File: config.mk
export PLATFORM = sky130hd
export DESIGN_NAME = mem_arbiter
export DESIGN_NICKNAME = d
export VERILOG_FILES = /design/src/rtl/mem_arbiter.sv
export SDC_FILE = /design/constraint.sdc
export NUM_CORES = 1
export LEC_CHECK = 0
export BUFFER_PORTS_ARGS = -buffer_cell sky130_fd_sc_hd__buf_4
export CORE_AREA = 5 5 103 105
export CTS_CLUSTER_DIAMETER = 100
export CTS_CLUSTER_SIZE = 12
export DETAILED_ROUTE_END_ITERATION = 7
export DIE_AREA = 0 0 108 110
export HOLD_SLACK_MARGIN = 0.12
export PLACE_DENSITY = 0.63
export SLEW_MARGIN = 20
export SYNTH_ARGS = -nofsm -noshare
export SYNTH_HDL_FRONTEND = slang
export SYNTH_SLANG_ARGS = --single-unit
File: constraint.sdc
create_clock -name i_Clk -period 2.5 [get_ports i_Clk]
set_input_delay 0.5 -clock i_Clk [delete_from_list [all_inputs] [get_ports i_Clk]]
set_output_delay 0.5 -clock i_Clk [all_outputs]
set_load 0.01 [all_outputs]
File: src/rtl/mem_arbiter.sv
// Two-port arbiter sharing one main-memory burst port between the I-cache (port 0)
// and D-cache (port 1), with round-robin tie-break, writeback lock and stall flag.
module mem_arbiter #(
    parameter int ADDRESS_WIDTH = 21,
    parameter int DATA_WIDTH    = 32,
    parameter bit WB_LOCK       = 1'b1,
    parameter int TIMEOUT       = 1023
) (
    input  logic                     i_Clk,
    input  logic                     i_Reset_n,

    input  logic                     i_P0_Valid,
    input  logic                     i_P0_Read_Write_n,
    input  logic [ADDRESS_WIDTH-1:0] i_P0_Address,
    input  logic [DATA_WIDTH-1:0]    i_P0_Data,
    output logic                     o_P0_MEM_Valid,
    output logic                     o_P0_MEM_Data_Read,
    output logic                     o_P0_MEM_Last,
    output logic [DATA_WIDTH-1:0]    o_P0_MEM_Data,

    input  logic                     i_P1_Valid,
    input  logic                     i_P1_Read_Write_n,
    input  logic [ADDRESS_WIDTH-1:0] i_P1_Address,
    input  logic [DATA_WIDTH-1:0]    i_P1_Data,
    output logic                     o_P1_MEM_Valid,
    output logic                     o_P1_MEM_Data_Read,
    output logic                     o_P1_MEM_Last,
    output logic [DATA_WIDTH-1:0]    o_P1_MEM_Data,

    output logic                     o_MEM_Valid,
    output logic                     o_MEM_Read_Write_n,
    output logic [ADDRESS_WIDTH-1:0] o_MEM_Address,
    output logic [DATA_WIDTH-1:0]    o_MEM_Data,
    input  logic                     i_MEM_Valid,
    input  logic                     i_MEM_Data_Read,
    input  logic                     i_MEM_Last,
    input  logic [DATA_WIDTH-1:0]    i_MEM_Data,

    output logic [1:0]               o_Grant,
    output logic                     o_Timeout
);

    localparam int CNT_W = $clog2(TIMEOUT + 1);
    localparam logic [CNT_W-1:0] CNT_MAX = CNT_W'(TIMEOUT);

    typedef enum logic [1:0] {IDLE, GRANT0, GRANT1} state_t;

    state_t             state, state_next;
    logic               rr_ptr, rr_ptr_next;
    logic [CNT_W-1:0]   stall_cnt, stall_cnt_next;
    logic               timeout_q;

    logic                     granted;
    logic                     sel_valid;
    logic                     sel_rw;
    logic [ADDRESS_WIDTH-1:0] sel_addr;
    logic [DATA_WIDTH-1:0]    sel_data;

    always_ff @(posedge i_Clk or negedge i_Reset_n) begin
        if (!i_Reset_n) begin
            state     <= IDLE;
            rr_ptr    <= 1'b0;
            stall_cnt <= '0;
            timeout_q <= 1'b0;
        end else begin
            state     <= state_next;
            rr_ptr    <= rr_ptr_next;
            stall_cnt <= stall_cnt_next;
            timeout_q <= timeout_q | (stall_cnt == CNT_MAX);
        end
    end

    always_comb begin
        granted   = (state != IDLE);
        sel_valid = (state == GRANT1) ? i_P1_Valid        : i_P0_Valid;
        sel_rw    = (state == GRANT1) ? i_P1_Read_Write_n : i_P0_Read_Write_n;
        sel_addr  = (state == GRANT1) ? i_P1_Address      : i_P0_Address;
        sel_data  = (state == GRANT1) ? i_P1_Data         : i_P0_Data;

        state_next  = state;
        rr_ptr_next = rr_ptr;
        case (state)
            IDLE: begin
                if (i_P0_Valid && i_P1_Valid) begin
                    state_next  = rr_ptr ? GRANT1 : GRANT0;
                    rr_ptr_next = ~rr_ptr;
                end else if (i_P0_Valid) begin
                    state_next = GRANT0;
                end else if (i_P1_Valid) begin
                    state_next = GRANT1;
                end
            end
            GRANT0, GRANT1: begin
                // A write ending while the port still requests keeps the grant for its line fill
                if (!sel_valid) begin
                    state_next = IDLE;
                end else if (i_MEM_Last && !(WB_LOCK && !sel_rw)) begin
                    state_next = IDLE;
                end
            end
            default: state_next = IDLE;
        endcase

        stall_cnt_next = '0;
        if (granted && !i_MEM_Valid && !i_MEM_Data_Read) begin
            stall_cnt_next = (stall_cnt == CNT_MAX) ? stall_cnt : stall_cnt + 1'b1;
        end
    end

    always_comb begin
        o_MEM_Valid        = granted & sel_valid;
        o_MEM_Read_Write_n = granted & sel_rw;
        o_MEM_Address      = granted ? sel_addr : '0;
        o_MEM_Data         = granted ? sel_data : '0;

        o_P0_MEM_Valid     = (state == GRANT0) & i_MEM_Valid;
        o_P0_MEM_Data_Read = (state == GRANT0) & i_MEM_Data_Read;
        o_P0_MEM_Last      = (state == GRANT0) & i_MEM_Last;
        o_P0_MEM_Data      = i_MEM_Data;

        o_P1_MEM_Valid     = (state == GRANT1) & i_MEM_Valid;
        o_P1_MEM_Data_Read = (state == GRANT1) & i_MEM_Data_Read;
        o_P1_MEM_Last      = (state == GRANT1) & i_MEM_Last;
        o_P1_MEM_Data      = i_MEM_Data;

        o_Grant   = {state == GRANT1, state == GRANT0};
        o_Timeout = timeout_q;
    end

endmodule

* Word-level counts from Yosys, hierarchy flattened
Index checks and enable logic that the tools add are counted.
Operators by class: reductions and logical operators 11, eq/ne operators 6, add/sub/neg operators 1, bitwise gates (word level) 10, mux-type cells 15
Operators with widths (count):
- $mux W32 | 2
- $mux W21 | 2
- $mux W10 | 2
- $mux W2 | 6
- $add A10 B1 Y10 const B | 1
- $eq A10 B10 Y1 const B | 1
- $and A1 B1 Y1 | 8
- $logic_and A1 B1 Y1 | 4
- $ne A4 B4 Y1 const B | 1
- $pmux W2 S2 | 1
- $reduce_and A2 Y1 | 2
- $ne A3 B3 Y1 const B | 1
- $eq A2 B1 Y1 const B | 1
- $eq A2 B2 Y1 const B | 1
- $logic_not A1 Y1 | 2
- $logic_not A2 Y1 | 1
- $mux W1 | 2
- $ne A2 B2 Y1 const B | 1
- $reduce_bool A2 Y1 | 1
- $reduce_or A2 Y1 | 1
- $not A1 Y1 | 1
- $or A1 B1 Y1 | 1
Word-level totals: word-level logic and storage cells 47, register bits 14

* Longest topological paths before layout
Gate-level depths: netlist of run 1.
depth in word-level cells 6, depth in mapped cells 7, depth with buffers taken out 6

* Worst setup path after synthesis of run 1
OpenSTA, ideal clock, no wires.
path type register to output, start register state[1], end output port o_MEM_Data[10], setup slack 0.612 ns, cell stages (with the launch flop) 6, data arrival time 1.388 ns, path buffers 2, cell sequence dfrtp_1 > inv_1 > ha_1 > clkbuf_1 > buf_1 > nor2_1
Between the ends: longest elaborated chain between the ends 3
Ends and longest elaborated chain:
- start, declared | line 48 | state_t state, state_next;
- start signal, assigned | line 66 | state <= state_next;
- $eq A2 B2 Y1 | line 78 | sel_data = (state == GRANT1) ? i_P1_Data : i_P0_Data;
- $mux W32 | line 78
- $mux W32 * | line 114 | o_MEM_Data = granted ? sel_data : '0;
- end, declared | line 33 | output logic [DATA_WIDTH-1:0] o_MEM_Data,
Every way passes the cells marked *; elsewhere a longest branch is shown, timed or not.

* Final worst setup path of run 1
start register state[0], end output port o_MEM_Data[21]
The elaborated chain is that of the path after synthesis.

==> results of run 1 <==
## area by class of cell
class,instances,area share (%)
sequential,14,10.91
clock buffer,4,1.715
timing repair buffer,183,44.04
tap,133,5.183
multi-input combinational,176,37.69
inverter,4,0.4677
## critical path: cells and delay by family, from the launching register on
| kind | cells | cell delay (ns) |
|---|---|---|
| adder cells (fa/ha/maj) | 1 | 0.33 |
| buffers and inverters | 3 | 0.52 |
| AND/OR/NAND/NOR | 1 | 0.06 |
| flip-flops | 1 | 0.38 |
| multiplexers | 1 | 0.23 |
## stage by stage
stage	setup WS [ns]	total power, mW
final	0.2051	2.503
after global routing	0.06582	2.702
after CTS	0.1426	2.550
after detailed placement	0.4172	2.315
after global placement	0.4803	2.294
after floorplan	0.6118	1.429
## final timing paths
| path | startpoint | to | slack [ns] | cells past startpoint |
|---|---|---|---|---|
| setup / recovery | state[0] | o_MEM_Data[21] | 0.21 | 6 |
| hold / removal | o_Timeout | o_Timeout | 0.47 | 1 |
| setup reg to reg | state[0] | state[1] | 0.55 | 6 |
| hold reg to reg | o_Timeout | o_Timeout | 0.47 | 1 |
| max in group asynchronous | i_Reset_n | stall_cnt[9] | 1.69 | 2 |
| min in group asynchronous | i_Reset_n | stall_cnt[5] | 0.64 | 2 |
## power breakdown
group | leakage, nW | switching (mW) | internal (mW)
clock | 0.0288 | 0.0854 | 0.139
sequential | 0.191 | 0.0217 | 0.252
combinational | 1.36 | 0.978 | 1.03
## state kept, by name, indices dropped and copies added, names as in the netlist
name / cells
o_Timeout: 1
rr_ptr: 1
state: 2
stall_cnt: 10
## what timing repair did
| item | 4_1_cts | 5_1_grt |
|---|---|---|
| resized for setup | 0 | 0 |
| hold buffers | 1 | 0 |
| hold endpoints to repair | 14 | 0 |
## cell families (layout without fill, tap and decap cells)
| kind of cell | Yosys count | count (layout) | share of synthesized area (%) |
|---|---|---|---|
| mux | 58 | 58 | 27.79 |
| flops | 14 | 14 | 16.63 |
| fa+ha+maj | 5 | 5 | 2.969 |
| compound gates | 15 | 15 | 4.988 |
| simple gates | 95 | 95 | 19.72 |
| xor+xnor | 3 | 3 | 1.247 |
| buf+inv | 82 | 191 | 26.66 |
## cells in the mapped netlist (4+ instances only)
cell type / instances
mux2i_1: 57
ha_1: 5
and2_1: 6
nand2_1: 6
buf_2: 5
o21ai_0: 5
clkbuf_1: 7
inv_1: 4
nand3_1: 5
buf_4: 64
dfrtp_1: 14
nor2_1: 63
## routing by layer
metal | global-route usage, % | vias to the layer above | part of all wire [%]
met5 | 0 | - | 0
met4 | 1.443 | 0 | 0.81
met3 | 3.844 | 6 | 10
met2 | 23.45 | 138 | 56
met1 | 11.77 | 991 | 33
li1 | - | 1062 | -
==> flow_metrics.py, run 1 <==
metrics = {
    "clock_network": {
        "postCtsSetupBuffers": 0,
        "cts_buffers": 3,
        "tritoncts": "done",
        "cts_sinks": 14,
        "root_buffer": "clkbuf_8",
        "insertion_delay_ns": 0.25,
        "htree_levels": 1,
        "path_clk_slew_ns": 0.06,
        "clk_path_buf_depth": 2,
    },
    "cells_and_area": {
        "layout-drive-gt1-share_pct": 50.13,
        "seqCellArea_sq_um": 350.3,
        "area_growth_pct": 52.38,
        "multi_input_area_sq_um": 1210,
        "antenna_cells": 0,
        "nNetsFinal": 534,
        "layout_common_cells": "buf_4 (179), nor2_1 (63), mux2i_1 (57)",
        "final_common_cell": "buf_4",
        "fillers": 1012,
        "stdcell_count": 514,
        "post-route-util_pct": 33.62,
        "final_area_sq_um": 3211,
    },
    "logic_synthesis": {
        "async_reset_ff_share_pct": 100.0,
        "ys_ff_latch": 14,
        "synth_nets": 424,
        "synth_top_area_cell": "mux2i_1",
        "ys_types": 33,
        "synthTopCellsByArea": "mux2i_1 (27%), buf_4 (23%), dfrtp_1 (17%)",
        "avgSynthCellArea_sq_um": 7.746,
        "synth_edf_count": 0,
        "synthFlopType": "dfrtp_1",
        "synth_top_area_share_pct": 27.08,
        "synth_warnings": 0,
        "syn_inst": 272,
        "mappedNetlistArea_sq_um": 2107,
        "yosysSeqAreaShare_pct": 16.63,
    },
    "critical_path": {
        "path_max_fanout": 20,
        "startpoint_type": "flop",
        "critPathSlowestCell": "dfrtp_1",
        "max_stage_delay_ns": 0.38,
        "crit_chain": "inv_1 -> ha_4 -> buf_12 -> mux2i_1 -> nor2_1 -> buf_4",
        "crit_required_ns": 2.00,
        "cp-end-kind": "output pin",
        "critPathKind": "flop to output pin",
        "cp.arrival_ns": 1.79,
    },
    "grt": {
        "grt_usage_pct": 11.60,
        "grt_pass1_vias": 2316,
        "grt_max_degree": 44,
        "gr-total-overflow": 0,
        "antenna_found_initial": 0,
        "grt_first_pass_wirelength_um": 11200,
    },
    "routing": {
        "ant_nets": 0,
        "vias": 2197,
        "wl_per_cell_um": 14.68,
        "drc": 0,
        "first_pass_iters": 4,
        "drt_iter0_markers": 62,
        "vias_per_cell": 4.274,
        "routed_wl_um": 7544,
    },
    "floorplan": {
        "die_area_sq_um": 11880,
        "core_sq_um": 9549,
        "io_pins": 275,
        "initial_utilization_pct": 22.06,
        "die_w_um": 108,
        "rows": 36,
        "die_height_um": 110,
    },
    "outcome": {
        "outcome": "finished, final reports clean",
    },
    "timing": {
        "fin_hold_ws_ns": 0.4733,
        "slew_headroom_pct": 67.33,
        "post-route-period-util_pct": 91.80,
        "hold_viol": 0,
        "setup_tns_ns": 0,
        "setup-violations-final": 0,
        "drv_slew": 0,
        "tightest_slew_ns": 0.4863,
        "period_needed_ns": 2.295,
        "fmax_mhz": 435.7,
        "fin_skew_ns": 0.003173,
        "rsz0062_at_grt": "no",
    },
    "pwr": {
        "ir_drop_mv": 0.3788,
        "power.density_nw_per_um2": 779.5,
        "power.leakage_nw": 1.581,
    },
    "hold_path": {
        "min_path_type": "flop to flop",
    },
    "placed_design": {
        "dp.cells": 509,
        "port_buffers": 178,
        "placed_area_sq_um": 3146,
        "detailed_place_hpwl_um": 6571,
        "gp_congestion": 0.8380,
    },
    "flow_run": {
        "cap_violations": 0,
    },
}
Power figures use the tool's default switching activity.
==> inputs of run 2 (changes only) <==
--- a/config.mk
+++ b/config.mk
@@ -6,13 +6,13 @@
 export NUM_CORES = 1
 export LEC_CHECK = 0
 export BUFFER_PORTS_ARGS = -buffer_cell sky130_fd_sc_hd__buf_4
-export CORE_AREA = 5 5 103 105
+export CORE_AREA = 5 5 105 107
 export CTS_CLUSTER_DIAMETER = 100
 export CTS_CLUSTER_SIZE = 12
 export DETAILED_ROUTE_END_ITERATION = 7
-export DIE_AREA = 0 0 108 110
+export DIE_AREA = 0 0 110 112
 export HOLD_SLACK_MARGIN = 0.12
-export PLACE_DENSITY = 0.63
+export PLACE_DENSITY = 0.61
 export SLEW_MARGIN = 20
 export SYNTH_ARGS = -nofsm -noshare
 export SYNTH_HDL_FRONTEND = slang
==> constraint.sdc (replaced) <==
create_clock -name i_Clk -period 2.7 [get_ports i_Clk]
set_input_delay 0.54 -clock i_Clk [delete_from_list [all_inputs] [get_ports i_Clk]]
set_output_delay 0.54 -clock i_Clk [all_outputs]
set_load 0.01 [all_outputs]
==> run 2 against run 1 <==
  * Critical path depth stayed put
  * Clock-buffer cell count stayed put
  * Die area is 3.7% higher
  * Critical endpoint is now o_MEM_Data[5]
  * Largest power group unchanged
==> flow_metrics.py, run 2 (synthesized netlist as in run 1, its figures left out) <==
metrics = {
    "timing": {
        "rsz0062_at_grt": "no",
        "hold_viol": 0,
        "setup-violations-final": 0,
        "slew_headroom_pct": 67.29,
        "tightest_slew_ns": 0.4868,
        "drv_slew": 0,
        "post-route-period-util_pct": 90.94,
        "setup_tns_ns": 0,
        "fin_hold_ws_ns": 0.1307,
        "fmax_mhz": 407.3,
        "fin_skew_ns": 0.004629,
        "period_needed_ns": 2.455,
    },
    "cells_and_area": {
        "final_common_cell": "buf_4",
        "nNetsFinal": 534,
        "final_area_sq_um": 3199,
        "reg_top3": "stall_cnt x10, state x2",
        "area_growth_pct": 51.84,
        "layout_common_cells": "buf_4 (181), nor2_1 (63), mux2i_1 (57)",
        "layout-drive-gt1-share_pct": 50.39,
        "largest_reg_flops": 10,
        "regMostFlops": "stall_cnt",
        "antenna_cells": 0,
        "stdcell_count": 517,
    },
    "grt": {
        "grt_max_degree": 58,
        "grt_first_pass_wirelength_um": 11410,
        "grt_pass1_vias": 2199,
        "grt_usage_pct": 11.31,
        "gr-total-overflow": 0,
        "antenna_found_initial": 0,
    },
    "floorplan": {
        "io_pins": 275,
        "die_height_um": 112,
        "die_w_um": 110,
        "rows": 37,
        "die_area_sq_um": 12320,
        "core_sq_um": 10050,
        "initial_utilization_pct": 20.97,
    },
    "placed_design": {
        "detailed_place_hpwl_um": 6578,
        "placed_area_sq_um": 3144,
        "gp_congestion": 0.7610,
        "dp.cells": 513,
        "port_buffers": 178,
    },
    "pwr": {
        "power.density_nw_per_um2": 719.4,
        "power.leakage_nw": 1.579,
        "ir_drop_mv": 0.3862,
    },
    "critical_path": {
        "startpoint_type": "flop",
        "ff2ff_setup_slack_ns": 0.65,
        "crit_required_ns": 2.16,
        "cp.arrival_ns": 1.92,
        "path_max_fanout": 24,
        "cp-end-kind": "output pin",
        "critPathKind": "flop to output pin",
    },
    "clock_network": {
        "cts_resized": 0,
        "path_clk_slew_ns": 0.06,
        "clk_path_buf_depth": 2,
        "hold_buffers": 0,
        "cts_sinks": 14,
        "insertion_delay_ns": 0.24,
        "postCtsSetupBuffers": 0,
        "htree_levels": 1,
        "cts_buffers": 3,
        "tritoncts": "done",
        "root_buffer": "clkbuf_8",
    },
    "routing": {
        "ant_nets": 0,
        "vias_per_cell": 4.176,
        "first_pass_iters": 4,
        "drc": 0,
        "wl_per_cell_um": 14.57,
        "drt_iter0_markers": 65,
        "vias": 2159,
        "routed_wl_um": 7534,
    },
    "outcome": {
        "outcome": "finished, final reports clean",
    },
    "flow_run": {
        "cap_violations": 0,
    },
    "hold_path": {
        "min_path_type": "input port to async pin",
    },
}
-- run 2: changes by cell type in the layout (fill, tap and decap cells not counted) --
cell	before	now
buf_12	3	2
dlygate4sd3_1	1	0
buf_4	179	181
-- run 2: layer usage --
metal  track usage, %  up-vias  part of all wire (%)
li1                 -     1061                     -
met1            12.98      977                    37
met2            20.15      121                    52
met3            5.275        0                    11
met4          0.08313        0                     0
met5                0        -                     0
-- run 2: stage by stage --
| step | total power, mW | utilization [%] | setup slack [ns] |
|---|---|---|---|
| floorplan | 1.323 | - | 0.7718 |
| global placement | 2.108 | 31.30 | 0.5455 |
| detailed placement | 2.126 | 31.30 | 0.4879 |
| CTS | 2.339 | 31.85 | 0.2198 |
| global route | 2.460 | 31.85 | 0.1198 |
| finish | 2.302 | 31.85 | 0.2445 |
-- run 2: worst paths after layout --
path | start | to | cells past startpoint
worst max-delay path | state[0] | o_MEM_Data[5] | 6
worst min-delay path | i_Reset_n | stall_cnt[3] | 1
worst max register to register | state[0] | state[1] | 6
worst min register to register | o_Timeout | o_Timeout | 1
max in group asynchronous | i_Reset_n | stall_cnt[8] | 1
min in group i_Clk | o_Timeout | o_Timeout | 1
-- run 2: final cells by class --
cell class / instances / area (sq um)
multi-input combinational: 176 / 1210
fill: 1064 / 6847
tap: 136 / 170.2
clock buffer: 4 / 55.05
sequential: 14 / 350.3
inverter: 4 / 15.01
timing repair buffer: 183 / 1399
-- run 2: power by group --
| group | total (mW) | switching [mW] | internal [mW] |
|---|---|---|---|
| clock network | 0.203 | 0.0745 | 0.129 |
| registers | 0.254 | 0.0206 | 0.233 |
| logic | 1.84 | 0.902 | 0.942 |
-- run 2: critical path: stages (launching register included) --
cell	delay (ns)
dfrtp_1	0.38
inv_1	0.16
ha_4	0.44
buf_12	0.24
mux2i_1	0.22
nor2_1	0.06
buf_4	0.15
